==> src/rtl/mult_pkg.sv <==
// Shared types for the sequential shift-add multiplier.
// Holds the controller state encoding and the counter-width helper.
package mult_pkg;

  typedef enum logic [1:0] {
    ST_IDLE = 2'd0,
    ST_RUN  = 2'd1,
    ST_DONE = 2'd2
  } state_t;

  // Iteration counter width; at least one bit.
  function automatic int cnt_w(input int w);
    if (w < 2) return 1;
    return $clog2(w);
  endfunction

endpackage

==> src/rtl/mult_addsub_w.sv <==
// WIDTH+1-bit add/subtract of an extended operand to the accumulator.
// Ports: acc (WIDTH+1), opd (WIDTH), sext, sub in; sum (WIDTH+1) out.
module mult_addsub_w #(
  parameter int WIDTH = 4
) (
  input  logic [WIDTH:0]   acc,
  input  logic [WIDTH-1:0] opd,
  input  logic             sext,
  input  logic             sub,
  output logic [WIDTH:0]   sum
);

  logic [WIDTH:0] ext;

  always_comb begin
    ext = {sext & opd[WIDTH-1], opd};
    if (sub) sum = acc - ext;
    else     sum = acc + ext;
  end

endmodule

==> src/rtl/seq_shift_add_mult.sv <==
// Sequential shift-add multiplier, one partial product per clock.
// Ports: clk, rst, in_valid/in_ready, in_a, in_b, in_signed,
//        out_valid/out_ready, out_product (2*WIDTH), busy.
module seq_shift_add_mult
  import mult_pkg::*;
#(
  parameter int WIDTH     = 4,
  parameter bit SIGNED_EN = 1'b1
) (
  input  logic               clk,
  input  logic               rst,
  input  logic               in_valid,
  output logic               in_ready,
  input  logic [WIDTH-1:0]   in_a,
  input  logic [WIDTH-1:0]   in_b,
  input  logic               in_signed,
  output logic               out_valid,
  input  logic               out_ready,
  output logic [2*WIDTH-1:0] out_product,
  output logic               busy
);

  localparam int CNT_W = cnt_w(WIDTH);
  localparam logic [CNT_W-1:0] CNT_LAST =
    CNT_W'(WIDTH - 1);

  state_t           state;
  logic [CNT_W-1:0] cnt;
  logic             fin;
  logic [WIDTH-1:0] a_q;
  logic             mode_q;
  logic             mode_d;
  logic [WIDTH:0]   acc_hi;
  logic [WIDTH-1:0] acc_lo;
  logic [WIDTH:0]   add_out;
  logic [WIDTH:0]   step;
  logic             shift_msb;
  logic             last_it;
  logic             neg_it;

  assign in_ready  = (state == ST_IDLE);
  assign out_valid = (state == ST_DONE);
  assign busy      = (state != ST_IDLE);

  // With SIGNED_EN clear the mode is a constant 0 and the
  // sign-handling logic folds away.
  assign mode_d = SIGNED_EN & in_signed;

  assign last_it = (cnt == CNT_LAST);
  // The MSB of a two's complement multiplier has negative weight.
  assign neg_it  = mode_q & last_it;

  mult_addsub_w #(
    .WIDTH (WIDTH)
  ) u_addsub (
    .acc  (acc_hi),
    .opd  (a_q),
    .sext (mode_q),
    .sub  (neg_it),
    .sum  (add_out)
  );

  assign step      = acc_lo[0] ? add_out : acc_hi;
  assign shift_msb = mode_q & step[WIDTH];

  // fin marks that all WIDTH iterations are in the accumulator;
  // the following RUN cycle publishes the product.
  always_ff @(posedge clk) begin
    if (rst) begin
      state       <= ST_IDLE;
      cnt         <= '0;
      fin         <= 1'b0;
      a_q         <= '0;
      mode_q      <= 1'b0;
      acc_hi      <= '0;
      acc_lo      <= '0;
      out_product <= '0;
    end else begin
      case (state)
        ST_IDLE: begin
          if (in_valid) begin
            state  <= ST_RUN;
            a_q    <= in_a;
            mode_q <= mode_d;
            acc_hi <= '0;
            acc_lo <= in_b;
            cnt    <= '0;
            fin    <= 1'b0;
          end
        end
        ST_RUN: begin
          if (fin) begin
            state       <= ST_DONE;
            out_product <= {acc_hi[WIDTH-1:0], acc_lo};
            cnt         <= '0;
            fin         <= 1'b0;
          end else begin
            {acc_hi, acc_lo} <=
              {shift_msb, step, acc_lo[WIDTH-1:1]};
            if (last_it) fin <= 1'b1;
            else         cnt <= cnt + 1'b1;
          end
        end
        ST_DONE: begin
          if (out_ready) state <= ST_IDLE;
        end
        default: state <= ST_IDLE;
      endcase
    end
  end

endmodule

==> config.mk <==
export PLATFORM = sky130hd
export DESIGN_NAME = seq_shift_add_mult
export DESIGN_NICKNAME = d
export VERILOG_FILES = /design/src/rtl/mult_pkg.sv /design/src/rtl/mult_addsub_w.sv /design/src/rtl/seq_shift_add_mult.sv
export SDC_FILE = /design/constraint.sdc
export NUM_CORES = 1
export LEC_CHECK = 0
export ABC_AREA = 1
export CAP_MARGIN = 5
export CELL_PAD_IN_SITES_DETAIL_PLACEMENT = 0
export CELL_PAD_IN_SITES_GLOBAL_PLACEMENT = 1
export CORE_MARGIN = 2
export CORE_UTILIZATION = 40
export DETAILED_ROUTE_END_ITERATION = 6
export PLACE_DENSITY_LB_ADDON = 0.08
export SLEW_MARGIN = 20
export SYNTH_ARGS = -nofsm -noshare
export SYNTH_HDL_FRONTEND = slang
export SYNTH_SLANG_ARGS = --single-unit
==> constraint.sdc <==
create_clock -name clk -period 4.2 [get_ports clk]
set_input_delay 0.84 -clock clk [delete_from_list [all_inputs] [get_ports clk]]
set_output_delay 0.84 -clock clk [all_outputs]
set_load 0.05 [all_outputs]
After elaboration in Yosys (flattened, before gate mapping)
Index checks and enable logic that the tools add are counted.
W data, S select, Z words.

storage, ports and cells
  flip-flop bits (word level) = 27
  bits of input ports = 13
  output and inout bits = 11
  logic and storage cells = 51

operators by class
  $add $sub $neg = 3
  equality and inequality tests = 8
  multiplexer cells = 20
  bitwise logic cells = 3
  reductions and logical operators = 9

operators with widths
  kind                   number
  $mux W5                4
  $mux W2                6
  $pmux W5 S2            1
  $reduce_and A3 Y1      3
  $mux W4                2
  $pmux W4 S2            1
  $ne A2 B2 Y1 const B   3
  $pmux W2 S3            1
  $reduce_and A2 Y1      3
  $add A5 B5 Y5          1
  $sub A5 B5 Y5          1
  $eq A2 B2 Y1 const B   2
  $pmux W2 S2            1
  $reduce_bool A2 Y1     2
  $and A1 B1 Y1          3
  $mux W1                3
  $ne A3 B3 Y1 const B   1
  $add A2 B1 Y2 const B  1
  $eq A2 B1 Y1 const B   1
  $logic_not A2 Y1       1
  $ne A2 B1 Y1 const B   1
  $pmux W1 S2            1

Logic depth before layout (Yosys ltp)
Gate-level depths: netlist of the first run.

  depth after elaboration = 7
  depth in mapped cells = 16

Cells and area by module
From an unflattened synthesis of the first run, not the netlist that was laid out.

second synthesis, totals
  cell total of the unflattened synthesis = 216
  area total of the unflattened synthesis = 1487.7 um^2

by module, submodules not included
  module              instances  cells each  area each (um^2)  seq. area each (um^2)
  seq_shift_add_mult  1          169         1209.9            540.5
  mult_addsub_w       1          47          277.8             0.0

Worst setup path after synthesis of the first run
Ideal clock, no wire load.

  path type = reg2out
  from = register state[1]
  to = output port busy
  data arrival time = 1.506 ns
  data required time = 3.360 ns
  slack = 1.854 ns
  stages on the path, launching flop included = 3
  cells stage by stage = dfxtp_1 > nor2_1 > inv_1

on the way
  cells in the longest elaborated chain, start to end = 1

ends and longest elaborated chain
  what                    line                      RTL
  from (decl)             seq_shift_add_mult.sv:27  state_t state;
  from (signal assigned)  seq_shift_add_mult.sv:70  state <= ST_IDLE;
  from (signal assigned)  seq_shift_add_mult.sv:82  state <= ST_RUN;
  from (signal assigned)  seq_shift_add_mult.sv:93  state <= ST_DONE;
  $reduce_bool A2 Y1      seq_shift_add_mult.sv:43  assign busy = (state != ST_IDLE);
  to (decl)               seq_shift_add_mult.sv:20  output logic busy

No other way between the ends.

Worst setup path in the final report of the first run
  from = register state[1]
  to = output port out_valid

on the way
  cells in the longest elaborated chain, start to end = 1

ends and longest elaborated chain
  what          line                      RTL
  $eq A2 B2 Y1  seq_shift_add_mult.sv:42  assign out_valid = (state == ST_DONE);
  to (decl)     seq_shift_add_mult.sv:17  output logic out_valid,

No other way between the ends.

==> results of run 1 <==
==> layout by cell type, fill, tap and decap left out, types with 2 or more instances in the layout <==
cell type        instances
dfxtp_1                 27
o21ai_2                  2
xor2_1                   3
nand2_1                 36
o21ai_1                  5
o21ai_0                 10
a21oi_1                 25
clkbuf_4                 3
ha_1                     6
nand3_1                 14
inv_1                   20
a31oi_1                  4
clkdlybuf4s50_1         23
nor2_1                  11
nand4_1                  2
inv_2                    2
nor2_4                   2
==> layer usage <==
layer | GRT usage [%] | vias to the layer above | part of all wire, %
li1 | - | 651 | -
met1 | 21.4 | 539 | 49
met2 | 26.0 | 21 | 45
met3 | 1.99 | 5 | 3.6
met4 | 5.83 | 0 | 1.6
met5 | 0 | - | 0
==> layout make-up <==
cell class / instances / area, µm²
Sequential cell: 27 / 541
Clock inverter: 1 / 7.51
Fill cell: 371 / 1660
Multi-Input combinational cell: 126 / 697
Timing Repair Buffer: 23 / 230
Inverter: 24 / 93.8
Clock buffer: 3 / 22.5
Tap cell: 46 / 57.6
==> per-stage QoR <==
stage / worst slack, ns / instance area, µm²
after CTS: 1.57 / 1650
final: 1.59 / 1650
after detailed placement: 1.81 / 1620
after global routing: 1.51 / 1650
after global placement: 1.83 / 1620
after floorplan: 1.85 / 1360
==> critical path: stages (launching register included) <==
cell             delay, ns
dfxtp_1               0.43
inv_1                 0.05
nor2_1                0.13
clkdlybuf4s50_1       0.82
==> flip-flops by register name, indices dropped and copies added, names as in the netlist <==
register and flops:
a_q 4, mode_q 1, acc_hi 5, out_product 8, state 2, fin 1, cnt 2, acc_lo 4
==> cell families (layout without fill, tap and decap cells) <==
group                    Yosys count  in the layout
AO/OA/AOI/OAI                     48             48
XOR/XNOR                           3              3
buffers and inverters             31             51
flip-flops                        27             27
AND/OR/NAND/NOR                   68             68
adder cells (fa/ha/maj)            7              7
==> power groups by stage <==
| stage | clock network [mW] | registers (mW) | logic (mW) |
|---|---|---|---|
| 5_1_grt | 0.130 | 0.285 | 0.149 |
| 2_1_floorplan | 0 | 0.283 | 0.0995 |
| 3_5_place_dp | 0 | 0.289 | 0.130 |
| 3_3_place_gp | 0 | 0.289 | 0.126 |
| 4_1_cts | 0.122 | 0.283 | 0.132 |
| 6_report | 0.116 | 0.283 | 0.130 |
==> how the worst min path moves through the flow <==
stage | endpoint | slack, ns | cells after the start
final | out_product[5] | 0.47 | 2
after global routing | out_product[1] | 0.49 | 2
after CTS | out_product[4] | 0.48 | 2
after detailed placement | out_product[4] | 0.45 | 2
after global placement | out_product[1] | 0.45 | 2
after floorplan | cnt[1] | 0.45 | 2
==> key figures, run 1 <==
Route
  – Router iterations before antenna repair: 4
  – Detail Route Antenna Nets: 0
  – Iter 0 DRT Violations: 35
  – Via count: about 1.2k
  – Residual DRC: 0
  – Average wire per standard cell: ~11 µm
  – Final WL: approximately 2800 µm
  – Avg Vias per Cell: between 4 and 5

Power
  – Clock share of power: between 20% and 30%
  – Total net switching power: ~0.17 mW
  – Sw Share: roughly a third
  – Internal cell power: around 0.36 mW
  – Leakage: approximately 0.66 nW
  – Power, Total: approximately 0.53 mW
  – Logic pwr share: about a quarter
  – Peak supply drop: ~0.18 mV
  – Pwr Density: 320 nW/µm²
  – Sequential Power Share: a little over half

Yosys
  – Post-synthesis async set-or-reset flop share: 0%
  – Synth area leaders: dfxtp_1 40%, nand2_1 9.9%, a21oi_1 9.2%, ha_1 5.5%, inv_1 5.5%
  – Synth warn: 0
  – Synth top cells by count: 36 x nand2_1, 27 x dfxtp_1, 25 x a21oi_1, 20 x inv_1, 14 x nand3_1
  – Compound-Gate Fraction of Synth Area: between 10% and 20%
  – Post-synthesis cell type count: 26
  – Synthesized area: 1360 µm²
  – XOR/XNOR share of the synthesized area: 1.93%
  – Area leader, netlist: dfxtp_1
  – Mux cell area share after synthesis: 0%
  – Main combinational cell family by area after synthesis: simple AND/OR/NAND/NOR gates
  – Cells after synthesis: 184
  – Post-Synth Adder-Cell Area: about 7%
  – Post-synth EDFFs: 0
  – Simple-Gate Fraction of Synth Area: a little under a quarter
  – Post-Synthesis Mean Instance Area: roughly 7.4 µm²
  – Primary FF master, synth: dfxtp_1
  – Post-synth net total: between 200 and 250
  – Synth top area share: between 30% and 40%
  – Count leader, synth: nand2_1
  – Seq/Total Area, Yosys: 39.7%
  – Yosys reg bits: 27

Global routing
  – Initial antenna violation count: 0
  – Number of global-route vias before repair: 1148
  – Congestion Overflow GR: 0
  – First-pass GRT wire length: about 5000 µm
  – Total track usage: between 10% and 20%
  – Largest net degree at the start of global routing: 17

Status
  – Status: complete, no violations

Placement
  – Placer Congestion: 0.763
  – Input/output buffers: 23
  – Dpl cells: 246
  – Hpwl dp: roughly 2200 µm

Worst setup path
  – Crit start category: flip-flop
  – CP required: 3.36 ns
  – Reg2reg end: acc_hi[3]
  – Worst EP arrival: 1.77 ns
  – Setup crit end: out_valid
  – Critical Path Source: state[1]
  – Reg2reg setup slack: about 1.8 ns
  – Kind of critical path: reg2out
  – Worst r2r src: cnt[0]
  – R2r worst-path depth: 16
  – CP max FO: 3
  – Crit end category: output pin

Cells and area
  – Nets: 225
  – Share of layout cells above drive strength 1: around 6.9%
  – Synth-to-layout area growth: 21.1%
  – Core Util, Final: 49.8%
  – Final cell count without fillers: 250
  – Diode count: 0

Timing
  – Final hold vios: 0
  – Final period util: between 60% and 70%
  – Worst slew pin tran: just under 0.6 ns
  – Peak Freq: about 380 MHz
  – Fin. max-slew vios: 0
  – Final setup vio count: 0
  – Clock skew: between 0.0015 and 0.002 ns
  – Hold Slack: between 0.4 and 0.5 ns
  – Final period demand of the worst path: about 2.6 ns
  – RSZ-0062 raised after global routing: false
  – Max-slew headroom: between 60% and 70%
  – Total negative slack: 0 ns

CTS
  – Buffer count from post-CTS setup fixing: 0
  – Clk Latency, worst-skew pair: between 0.3 and 0.4 ns
  – CTS Root Cell: clkbuf_4
  – Clock transition at path regs: roughly 0.15 ns
  – Clock buffer count from CTS: 3
  – Htree depth: 1
  – Post-CTS Hold Buffers: 0
  – CTS sink cnt: 27
  – CTS Buffer Depth: 2
  – CTS tree: yes
  – Post-cts resize count: 0

Floorplanning
  – I/O pins: 24
  – Die height: around 62 µm
  – Row count: 21
  – Core area: about 3300 µm²
  – Die Width: about 62 µm
  – Die area: 3890 µm²
  – Starting Density: 41.1%

Worst hold path
  – Min-delay worst type: reg2reg
  – Min-delay src: out_product[5]

Job
  – Max_cap viols: 0
(Power assumes the default switching activity.)
==> inputs of run 2 (changes only) <==
- CORE_UTILIZATION: 40 -> 33
- clock period: 4.2 -> 2.2 ns (I/O delays scaled with it)
==> key figures, run 2 (synthesized netlist as in run 1, its figures left out) <==
Status
  – Status: complete, no violations

Floorplanning
  – I/O pins: 24
  – Die Width: roughly 70 µm
  – Die height: slightly below 70 µm
  – Die area: about 4700 µm²
  – Starting Density: 34.3%
  – Core area: between 3000 and 4000 µm²
  – Row count: 23

Worst setup path
  – Crit start category: flip-flop
  – CP required: approximately 2.4 ns
  – R2r worst-path depth: 11
  – Crit end category: flip-flop
  – Worst EP arrival: 2.28 ns
  – Kind of critical path: reg2reg
  – Slowest-stage cell, CP: dfxtp_2
  – CP peak stage delay: ~0.35 ns
  – CP max FO: 4
  – CP Cell Sequence: inv_1, ha_1, nor2_2, xor2_1, ha_1, buf_4, a21oi_1, nand2_1, xor2_1, o21ai_0, a21oi_1

Timing
  – RSZ-0062 raised after global routing: true
  – Clock skew: roughly 0.0028 ns
  – Worst setup margin: 0.0903 ns
  – Fin. max-slew vios: 0
  – Final period demand of the worst path: approximately 2.1 ns
  – Max-slew headroom: around 66%
  – Peak Freq: 474 MHz
  – Final setup vio count: 0
  – Worst slew pin tran: approximately 0.5 ns
  – Final hold vios: 0
  – Final period util: between 90% and 100%

Route
  – Detail Route Antenna Nets: 0
  – Residual DRC: 0
  – Iter 0 DRT Violations: 52
  – Via count: approximately 1.3k
  – Avg Vias per Cell: roughly 4.8
  – Average wire per standard cell: ~13 µm
  – Router iterations before antenna repair: 4
  – Final WL: between 3000 and 4000 µm

CTS
  – Post-CTS Hold Buffers: 0
  – CTS tree: yes
  – CTS Buffer Depth: 2
  – Htree depth: 1
  – CTS sink cnt: 27
  – Clock transition at path regs: 0.10 ns
  – CTS Root Cell: clkbuf_8
  – Clock buffer count from CTS: 3
  – Clk Latency, worst-skew pair: between 0.2 and 0.3 ns

Global routing
  – Total track usage: around 15%
  – Initial antenna violation count: 0
  – Congestion Overflow GR: 0
  – Largest net degree at the start of global routing: 16
  – Number of global-route vias before repair: roughly 1.2k
  – First-pass GRT wire length: around 5400 µm

Placement
  – Worst slack, placed: a little under 0.006 ns
  – Input/output buffers: 23
  – Hpwl dp: around 2400 µm
  – Dpl cells: roughly 260
  – Placer Congestion: about 0.84
  – Placement Cell Area: 1660 µm²

Cells and area
  – Core Util, Final: a little under half
  – Share of layout cells above drive strength 1: between 10% and 20%
  – Final Cell Area: approximately 1800 µm²
  – Synth-to-layout area growth: 32.5%
  – Final cell count without fillers: 262
  – Max FFs per register: 8
  – Largest Register: out_product
  – Largest regs: out_product (8), acc_hi (5)
  – Diode count: 0
  – Nets: 233
  – Commonest non-fill, non-tap cell in the layout: nand2_1
  – Most frequent cells in the layout: 33 x nand2_1, 25 x a21oi_1, 24 x dfxtp_1

Power
  – Peak supply drop: around 0.24 mV
  – Logic pwr share: about 27%
  – Internal cell power: 0.777 mW
  – Leakage: about 0.73 nW
  – Sw Share: roughly a third
  – Sequential Power Share: a little under half
  – Power, Total: 1.14 mW
  – Total net switching power: between 0.3 and 0.4 mW
  – Pwr Density: ~630 nW/µm²
  – Clock share of power: 25.6%

Job
  – Max_cap viols: 0

Worst hold path
  – WHS Path Cells: 2
  – Min-delay worst type: reg2reg
## run 2: cell types whose count changed in the layout (fill, tap and decap cells not counted), moves of 3 or more
cell,before,now
buf_4,0,8
clkbuf_4,3,0
clkbuf_8,0,3
dfxtp_1,27,24
dfxtp_2,0,3
nand2_1,36,33
nor2_1,11,8
nor2_2,0,3
## run 2: final timing paths
check            startpoint              to  slack (ns)
min          out_product[7]  out_product[7]        0.46
max reg2reg          a_q[0]       acc_hi[2]        0.09
min reg2reg  out_product[7]  out_product[7]        0.46
max                  a_q[0]       acc_hi[2]        0.09
## run 2: repair_timing
action | CTS | global route
resized for setup | 2 | 18
setup endpoints to repair | 2 | 3
buffers inserted | 0 | 3
pin swaps | 0 | 9
## run 2: area by class of cell
type                       instances  area, µm²
fill                             392       2170
clock buffer                       3       41.3
inverter                          24       96.3
sequential                        27        544
clock inverter                     1       5.00
timing repair buffer              31        290
tap                               50       62.6
multi-input combinational        126        764
## run 2: worst max-delay path, delay by kind of cell, from the launching register on
family | cells | cell delay, ns
AOI/OAI and AO/OA | 3 | 0.37
xor gates and xnor gates | 2 | 0.30
adders and majority gates | 2 | 0.54
buffers and inverters | 2 | 0.25
DFF | 1 | 0.35
and+or+nand+nor | 2 | 0.19
## run 2: layer usage
layer	GRT usage (%)	routed length [µm]
met1	20.3	1610
met2	25.8	1640
met3	1.97	70
met4	5.25	38
met5	0	0
## run 2: metrics by stage
stage	setup TNS [ns]	hold WS, ns
4_1_cts	0	0.468
3_3_place_gp	0	0.454
6_report	0	0.463
2_1_floorplan	0	0.447
5_1_grt	-0.153	0.479
3_5_place_dp	0	0.454
## run 2: power by group through the flow
stage	Combinational, mW	Clock (mW)	Sequential, mW
floorplan	0.190	0	0.541
global placement	0.249	0	0.551
detailed placement	0.253	0	0.552
CTS	0.263	0.305	0.541
global route	0.342	0.312	0.548
finish	0.306	0.292	0.543
==> inputs of run 3 (changes only) <==
- ABC_AREA: 1 -> unset
- CORE_UTILIZATION: 33 -> 35
==> key figures, run 3 <==
Worst setup path
  – Slowest-stage cell, CP: ha_1
  – CP peak stage delay: roughly 0.36 ns
  – Crit end category: flip-flop
  – Levels on crit path: 10
  – Crit start category: flip-flop
  – Reg2reg setup slack: roughly 0.13 ns
  – R2r worst-path depth: 10
  – Worst EP arrival: between 2 and 2.5 ns
  – CP Cell Sequence: ha_4, nand2_2, o31ai_1, xor2_1, ha_1, a21oi_2, and3_1, mux2i_1, xor2_1, o41ai_2
  – Top cell family by delay on the critical path: adder cells
  – CP max FO: 5
  – CP required: approximately 2.4 ns
  – Worst path most repeated cell: xor2_1
  – Kind of critical path: reg2reg
  – CP bufs+invs: 0

Cells and area
  – Largest regs: out_product (8), acc_hi (5)
  – Final cell count without fillers: about 230
  – Nets: roughly 200
  – Max FFs per register: 8
  – Share of layout cells above drive strength 1: ~14%
  – Synth-to-layout area growth: 22.9%
  – Commonest non-fill, non-tap cell in the layout: dfxtp_1
  – Diode count: 0
  – Largest Register: out_product
  – Final Cell Area: 1710 µm²
  – Most frequent cells in the layout: 24 x dfxtp_1, 20 x clkdlybuf4s50_1, 18 x nor2_1

CTS
  – CTS tree: yes
  – Clock transition at path regs: about 0.090 ns
  – Buffer count from post-CTS setup fixing: 0
  – CTS sink cnt: 27
  – Clock buffer count from CTS: 3
  – Post-CTS Hold Buffers: 0
  – CTS Root Cell: clkbuf_8
  – Clk Latency, worst-skew pair: ~0.27 ns
  – Htree depth: 1
  – CTS Buffer Depth: 2

Route
  – Via count: ~1.2k
  – Iter 0 DRT Violations: 44
  – Router iterations before antenna repair: 4
  – Final WL: between 3000 and 4000 µm
  – Detail Route Antenna Nets: 0
  – Avg Vias per Cell: 5.04
  – Average wire per standard cell: 13.1 µm
  – Residual DRC: 0

Yosys
  – Synthesized area: 1390 µm²
  – Synth top area share: about two fifths
  – Post-Synthesis Mean Instance Area: between 8 and 9 µm²
  – Synth warn: 0
  – Primary FF master, synth: dfxtp_1
  – Synth top cells by count: 27 x dfxtp_1, 19 x a21oi_1, 18 x nor2_1, 17 x nand2_1, 10 x nand3_1
  – Area leader, netlist: dfxtp_1
  – XOR/XNOR share of the synthesized area: 3.14%
  – Yosys reg bits: 27
  – Main combinational cell family by area after synthesis: simple AND/OR/NAND/NOR gates
  – Mux cell area share after synthesis: between 5 and 6%
  – Synth area leaders: dfxtp_1 39%, a21oi_1 6.8%, ha_1 5.4%, mux2i_1 5.0%, nor2_1 4.8%
  – Compound-Gate Fraction of Synth Area: 18.0%
  – Simple-Gate Fraction of Synth Area: approximately 22%
  – Post-synth net total: about 180
  – Post-synthesis async set-or-reset flop share: 0%
  – Post-synth EDFFs: 0
  – Seq/Total Area, Yosys: a little under 40%
  – Count leader, synth: dfxtp_1
  – Post-synthesis cell type count: 42
  – Cells after synthesis: roughly 160
  – Post-Synth Adder-Cell Area: about 6.8%

Floorplanning
  – I/O pins: 24
  – Row count: 22
  – Die Width: between 60 and 70 µm
  – Die height: between 60 and 70 µm
  – Die area: 4500 µm²
  – Core area: about 3700 µm²
  – Starting Density: 37.2%

Global routing
  – Initial antenna violation count: 0
  – Grt met2 use: around a quarter
  – Met1 Use GR: between 10% and 20%
  – First-pass GRT wire length: 5010 µm
  – Top Usage Layer GRT: met2
  – Congestion Overflow GR: 0
  – Largest net degree at the start of global routing: 25
  – Number of global-route vias before repair: around 1.1k
  – Routing usage on met3: between 3 and 4%
  – Total track usage: between 10 and 15%

Timing
  – Hold Slack: around 0.46 ns
  – Final hold vios: 0
  – RSZ-0062 raised after global routing: false
  – Worst slew pin tran: 0.494 ns
  – Final setup vio count: 0
  – Final period util: between 90 and 100%
  – Clock skew: between 0.003 and 0.004 ns
  – Fin. max-slew vios: 0
  – Final period demand of the worst path: 2.07 ns
  – Max-slew headroom: around two thirds
  – Total negative slack: 0 ns
  – Peak Freq: around 480 MHz

Placement
  – Dpl cells: around 230
  – Placer Congestion: around 0.78
  – Hpwl dp: ~2300 µm
  – Input/output buffers: 23
  – Placement Cell Area: 1640 µm²

Worst hold path
  – WHS Path Cells: 2
  – Min-delay worst type: reg2reg

Power
  – Leakage: 0.619 nW
  – Pwr Density: 606 nW/µm²
  – Peak supply drop: roughly 0.45 mV

Job
  – Max_cap viols: 0

Status
  – Status: complete, no violations
[run 3: changes by cell type after synthesis, sizes merged, moves of 4 or more]
cell / change
a21oi: -4
a31oi: -4
inv: -16
mux2i: +7
nand2: -19
nand2b: +5
nand3: -4
nor2: +5
nor3: +5
o21ai: -14
[run 3: logic make-up after synthesis]
logic type,after synthesis
AOI/OAI and AO/OA,37
xor gates and xnor gates,5
adders and majority gates,7
buffers and inverters,15
DFF,27
muxes,7
and+or+nand+nor,65
[run 3: path summary, 6_finish.rpt]
kind,from,to
setup / recovery,cnt[0],acc_hi[3]
hold / removal,out_product[4],out_product[4]
setup reg to reg,cnt[0],acc_hi[3]
hold reg to reg,out_product[4],out_product[4]
[run 3: area by class of cell]
cell class / count / area (µm²)
fill: 393 / 2030
multi-input combinational: 121 / 800
sequential: 27 / 544
timing repair buffer: 25 / 238
tap: 48 / 60.1
clock buffer: 4 / 45.0
inverter: 7 / 26.3
[run 3: repair_timing]
| item | CTS | global route |
|---|---|---|
| resized for setup | 1 | 9 |
| pin swaps | 0 | 3 |
| endpoints found under the setup margin | 1 | 3 |
[run 3: stage by stage]
| stage | utilization (%) | total power [mW] | worst slack [ns] |
|---|---|---|---|
| 2_1_floorplan | - | 0.709 | 0.198 |
| 3_5_place_dp | 43.7 | 0.763 | 0.0278 |
| 6_report | 45.8 | 1.04 | 0.130 |
| 4_1_cts | 45.0 | 1.05 | 0.0319 |
| 5_1_grt | 45.8 | 1.10 | 0.00197 |
| 3_3_place_gp | 43.7 | 0.758 | 0.108 |
[run 3: layer usage]
metal	wire [µm]	vias up
met1	1470	532
met5	0	-
met2	1380	26
met3	159	2
met4	24	0
li1	-	610
[run 3: worst min-delay path, delay by kind of cell (launching register included)]
family	cells	cell delay (ns)
AOI/OAI and AO/OA	1	0.05
DFF	1	0.31
and+or+nand+nor	1	0.05
[run 3: power by group]
| group | internal (mW) | total [mW] | switching (mW) |
|---|---|---|---|
| clock network | 0.130 | 0.280 | 0.150 |
| logic | 0.105 | 0.223 | 0.118 |
| registers | 0.509 | 0.535 | 0.0265 |
| total | 0.743 | 1.04 | 0.295 |
